<file path="src/rtl/imem_loader.sv">
// imem_loader: boot-time writer for the instruction memory.
//
// Takes a byte stream (valid/ready) holding a 2-byte little-endian word-count header
// followed by little-endian 32-bit words. Each assembled word is written into the
// instruction memory, starting at byte address 0. The core is held in reset until the
// whole image has been written.
//
// Ports:
//   clk            system clock, rising edge
//   rst            synchronous active-high reset
//   start          one-cycle pulse; begins a load from IDLE, DONE or ERR
//   byte_valid     host presents byte_data
//   byte_data      stream byte
//   byte_ready     loader accepts a byte this cycle (LEN and DATA only)
//   mem_we         one-cycle instruction-memory write strobe
//   mem_addr       word-aligned byte address of the write
//   mem_wd         assembled instruction word
//   core_rst_n     active-low core reset, released only in DONE
//   busy           loading (LEN, DATA, WRITE)
//   done           image fully written
//   error          header length exceeded memory depth
//   words_written  words committed in the current load
module imem_loader #(
    parameter int unsigned ADDR_W = 10,
    parameter int unsigned LEN_W  = 16
) (
    input  logic             clk,
    input  logic             rst,
    input  logic             start,
    input  logic             byte_valid,
    input  logic [7:0]       byte_data,
    output logic             byte_ready,
    output logic             mem_we,
    output logic [31:0]      mem_addr,
    output logic [31:0]      mem_wd,
    output logic             core_rst_n,
    output logic             busy,
    output logic             done,
    output logic             error,
    output logic [LEN_W-1:0] words_written
);

    typedef enum logic [2:0] {StIdle, StLen, StData, StWrite, StDone, StErr} state_e;

    // Largest image that fits in the memory.
    localparam logic [LEN_W-1:0] MaxLen = LEN_W'(1) << ADDR_W;

    state_e           state;
    logic [1:0]       byte_cnt;
    logic [LEN_W-1:0] len;

    logic             take;
    logic [LEN_W-1:0] len_full;
    logic [LEN_W-1:0] ww_inc;

    always_comb begin
        take     = byte_valid & byte_ready;
        // Full header as it will be once the second header byte lands.
        len_full = LEN_W'({byte_data, len[7:0]});
        ww_inc   = words_written + LEN_W'(1);
    end

    always_ff @(posedge clk) begin
        if (rst) begin
            state         <= StIdle;
            byte_cnt      <= 2'd0;
            len           <= '0;
            byte_ready    <= 1'b0;
            mem_we        <= 1'b0;
            mem_addr      <= 32'd0;
            mem_wd        <= 32'd0;
            core_rst_n    <= 1'b0;
            busy          <= 1'b0;
            done          <= 1'b0;
            error         <= 1'b0;
            words_written <= '0;
        end else begin
            // Write strobe lasts exactly the one WRITE cycle.
            mem_we <= 1'b0;

            unique case (state)
                StIdle, StDone, StErr: begin
                    if (start) begin
                        state         <= StLen;
                        byte_cnt      <= 2'd0;
                        len           <= '0;
                        words_written <= '0;
                        mem_addr      <= 32'd0;
                        byte_ready    <= 1'b1;
                        busy          <= 1'b1;
                        done          <= 1'b0;
                        error         <= 1'b0;
                        core_rst_n    <= 1'b0;
                    end
                end

                StLen: begin
                    if (take) begin
                        if (byte_cnt == 2'd0) begin
                            len[7:0] <= byte_data;
                            byte_cnt <= 2'd1;
                        end else begin
                            len      <= len_full;
                            byte_cnt <= 2'd0;
                            if (len_full == '0) begin
                                state      <= StDone;
                                byte_ready <= 1'b0;
                                busy       <= 1'b0;
                                done       <= 1'b1;
                                core_rst_n <= 1'b1;
                            end else if (len_full > MaxLen) begin
                                state      <= StErr;
                                byte_ready <= 1'b0;
                                busy       <= 1'b0;
                                error      <= 1'b1;
                            end else begin
                                state <= StData;
                            end
                        end
                    end
                end

                StData: begin
                    if (take) begin
                        unique case (byte_cnt)
                            2'd0: mem_wd[7:0]   <= byte_data;
                            2'd1: mem_wd[15:8]  <= byte_data;
                            2'd2: mem_wd[23:16] <= byte_data;
                            2'd3: mem_wd[31:24] <= byte_data;
                            default: ;
                        endcase
                        // Wraps back to 0 after the last byte of the word.
                        byte_cnt <= byte_cnt + 2'd1;
                        if (byte_cnt == 2'd3) begin
                            state      <= StWrite;
                            byte_ready <= 1'b0;
                            mem_we     <= 1'b1;
                        end
                    end
                end

                StWrite: begin
                    mem_addr      <= mem_addr + 32'd4;
                    words_written <= ww_inc;
                    if (ww_inc == len) begin
                        state      <= StDone;
                        busy       <= 1'b0;
                        done       <= 1'b1;
                        core_rst_n <= 1'b1;
                    end else begin
                        state      <= StData;
                        byte_ready <= 1'b1;
                    end
                end

                default: begin
                    state <= StIdle;
                end
            endcase
        end
    end

endmodule
</file>
<file path="config.mk">
export PLATFORM = sky130hd
export DESIGN_NAME = imem_loader
export DESIGN_NICKNAME = d
export VERILOG_FILES = /design/src/rtl/imem_loader.sv
export SDC_FILE = /design/constraint.sdc
export NUM_CORES = 1
export LEC_CHECK = 0
export BUFFER_PORTS_ARGS = -buffer_cell sky130_fd_sc_hd__clkbuf_2
export CELL_PAD_IN_SITES_DETAIL_PLACEMENT = 1
export CELL_PAD_IN_SITES_GLOBAL_PLACEMENT = 1
export CORE_ASPECT_RATIO = 1.75
export CORE_MARGIN = 4
export CORE_UTILIZATION = 41
export CTS_CLUSTER_DIAMETER = 60
export CTS_CLUSTER_SIZE = 28
export DETAILED_ROUTE_END_ITERATION = 16
export GPL_TIMING_DRIVEN = 1
export PLACE_DENSITY = 0.78
export SLEW_MARGIN = 20
export SYNTH_ARGS = -nofsm -noshare
export SYNTH_HDL_FRONTEND = slang
export SYNTH_SLANG_ARGS = --single-unit
export TNS_END_PERCENT = 30
</file>
<file path="constraint.sdc">
create_clock -name clk -period 3.2 [get_ports clk]
set_input_delay 0.8 -clock clk [delete_from_list [all_inputs] [get_ports clk]]
set_output_delay 0.8 -clock clk [all_outputs]
set_load 0.005 [all_outputs]
</file>
==> flow_metrics.env <==
export IMPL_ys_warn_count=0
export IMPL_synthFlopType="dfxtp_1"
export IMPL_min_path_type="reg2reg"
export IMPL_grt_use_total_pct=22.8
export IMPL_finalSetupViolCount=0
export IMPL_tightest_slew_ns=0.746
export IMPL_ir_worst_vdd_v=0.000282
export IMPL_path_cells="ha_1 > nand3_4 > or4_4 > o32a_1 > a211oi_2 > nand3_1 > or3b_1 > a311oi_1"
export IMPL_synth_seq_cells=104
export IMPL_max_stage_delay_ns=0.53
export IMPL_dp_cells=893
export IMPL_crit_path_max_fanout=8
export IMPL_pre_cts_ws_ns=0.401
export IMPL_tritoncts="done"
export IMPL_cts_buffer_depth=2
export IMPL_min_period_over_period_pct=87.4
export IMPL_power_share_switching_pct=26.9
export IMPL_dieHeight_um=157
export IMPL_yosysUniqueCellTypes=67
export IMPL_drtIter0Drc=138
export IMPL_combPwrFrac_pct=7.2
export IMPL_sequentialPowerShare_pct=50.4
export IMPL_setup_tns_ns=0
export IMPL_cts_setup_buffers=0
export IMPL_cts_resized=0
export IMPL_grt_overflow=0
export IMPL_clkPwrFrac_pct=42.4
export IMPL_cp_num_buf_inv=0
export IMPL_synth_edf_count=0
export IMPL_grt_pass1_wl_um=26900
export IMPL_postSynthCellCount=664
export IMPL_root_buffer="clkbuf_16"
export IMPL_status="finished clean"
export IMPL_worstPathRequired_ns=3.46
export IMPL_area_growth_pct=16.1
export IMPL_drc_errors=0
export IMPL_p_sw_uw=706
export IMPL_hpwl_um=12200
export IMPL_cts_hold_buf=0
export IMPL_antenna_found_initial=0
export IMPL_clock_skew_final_ns=0.00747
export IMPL_final_cell_mix="dfxtp_1, a21oi_1, clkbuf_2, nand2_1"
export IMPL_synthArstFlopShare_pct=0
export IMPL_start_util_pct=41.8
export IMPL_cts_buffers=9
export IMPL_cts_clk_slew_worst_paths_ns=0.08
export IMPL_critPathTopFamily="simple AND/OR/NAND/NOR gates"
export IMPL_dr_pass1_iters=4
export IMPL_grt_max_degree=47
export IMPL_path_class="reg2reg"
export IMPL_final_common_cell="dfxtp_1"
export IMPL_routed_wl_um=16400
export IMPL_die_w_um=93.1
export IMPL_hold_viol=0
export IMPL_crit_slowest_cell="or4_4"
export IMPL_pin_count=98
export IMPL_maxSlewViolCount=0
export IMPL_fin_nets=754
export IMPL_diodes=0
export IMPL_multi_input_area_um2=2790
export IMPL_internal_power_uw=1910
export IMPL_cts_num_sinks=104
export IMPL_drive_gt1_share_pct=20.2
export IMPL_netlist_area_um2=5190
export IMPL_ys_seq_area_share_pct=40.1
export IMPL_core_um2=12400
export IMPL_gp_congestion=0.833
export IMPL_crit_arrival_ns=3.05
export IMPL_rsz0062_at_grt="false"
export IMPL_fp_row_count=54
export IMPL_dieArea_um2=14600
export IMPL_slew_headroom_pct=50.3
export IMPL_clock_latency_ns=0.36
export IMPL_end_kind="flop"
export IMPL_final_util_pct=48.5
export IMPL_grt_pass1_vias=5405
export IMPL_r2r_slack_ns=0.40
export IMPL_timing_final_ws_setup_ns=0.405
export IMPL_avgViaCountPerCell=5.75
export IMPL_vias=5228
export IMPL_seqCellArea_um2=2080
export IMPL_hold_ws_ns=0.455
export IMPL_max_freq_ghz=0.358
export IMPL_n_fill_cell=1616
export IMPL_cap_violations=0
export IMPL_min_period_ns=2.80
export IMPL_instances_no_fill=909
export IMPL_cts_max_level=3
export IMPL_leakage_uw=0.00222
export IMPL_antenna_left=0
export IMPL_power_density_nw_per_um2=435
export IMPL_syn_avg_cell_area_um2=7.82
export IMPL_io_buffer_count=95
export IMPL_wl_per_cell_um=18.1
export IMPL_start_kind="flop"
[power by group through the flow]
stage	registers, uW	clock network [uW]	logic [uW]
after floorplan	1350	0	122
after global placement	1350	0	183
after detailed placement	1350	0	188
after CTS	1320	1130	190
after global routing	1320	1190	207
final	1320	1110	188
[area by class of cell]
class	instances	area share [%]
Multi-Input combinational cell	501	46.3
Sequential cell	104	34.6
Timing Repair Buffer	109	10.0
Clock buffer	9	3.74
Tap cell	168	3.49
Clock inverter	7	1.16
Inverter	11	0.685
[worst min-delay path, stage by stage, from the launching register on]
cell and delay, ns:
dfxtp_1 0.31, nand2_1 0.05, a21oi_1 0.05
[registers in the layout, indices dropped and copies added (netlist names)]
signal         flops
mem_wd            32
mem_addr          30
len               16
words_written     16
state              3
byte_cnt           2
busy               1
byte_ready         1
done               1
error              1
mem_we             1
[layer usage]
| metal | vias up | track usage [%] | share of wire [%] |
|---|---|---|---|
| li1 | 2519 | - | - |
| met1 | 2558 | 24.1 | 39 |
| met2 | 114 | 42.9 | 54 |
| met3 | 37 | 4.38 | 3.4 |
| met4 | 0 | 10.1 | 3.5 |
| met5 | - | 0 | 0 |
[cells by family after synthesis]
| logic type | count (synthesis) | synth area share, % |
|---|---|---|
| adders and majority gates | 6 | 1.45 |
| DFF | 104 | 40.1 |
| muxes | 1 | 0.217 |
| buffers and inverters | 60 | 6.24 |
| AOI/OAI and AO/OA | 177 | 20.0 |
| other | 1 | 0.0722 |
| and+or+nand+nor | 293 | 28.2 |
| xor gates and xnor gates | 22 | 3.71 |
[cells in the mapped netlist, types with 10 or more instances]
library cell / count / area share (%)
and3_1: 11 / 1.3
nor2_1: 63 / 4.6
nand3_1: 62 / 6.0
o21ai_0: 32 / 3.1
clkbuf_1: 28 / 2.0
nor3_1: 10 / 0.96
or3_1: 12 / 1.4
xnor2_1: 13 / 2.2
dfxtp_1: 104 / 40
nand2_1: 80 / 5.8
a21oi_1: 94 / 9.1
inv_1: 11 / 0.80
nand4_1: 13 / 1.6
[path summary, 6_finish.rpt]
check              startpoint    endpoint  cells after the start
min reg2reg        mem_wd[15]  mem_wd[15]                      2
max reg2reg  words_written[0]        done                      8
max          words_written[0]        done                      8
min                mem_wd[15]  mem_wd[15]                      2
[metrics by stage]
stage	cell area (um^2)	power, uW
floorplan	5190	1470
global placement	5730	1530
detailed placement	5730	1540
CTS	6030	2640
global route	6030	2710
finish	6030	2620
(Power assumes the default switching activity.)
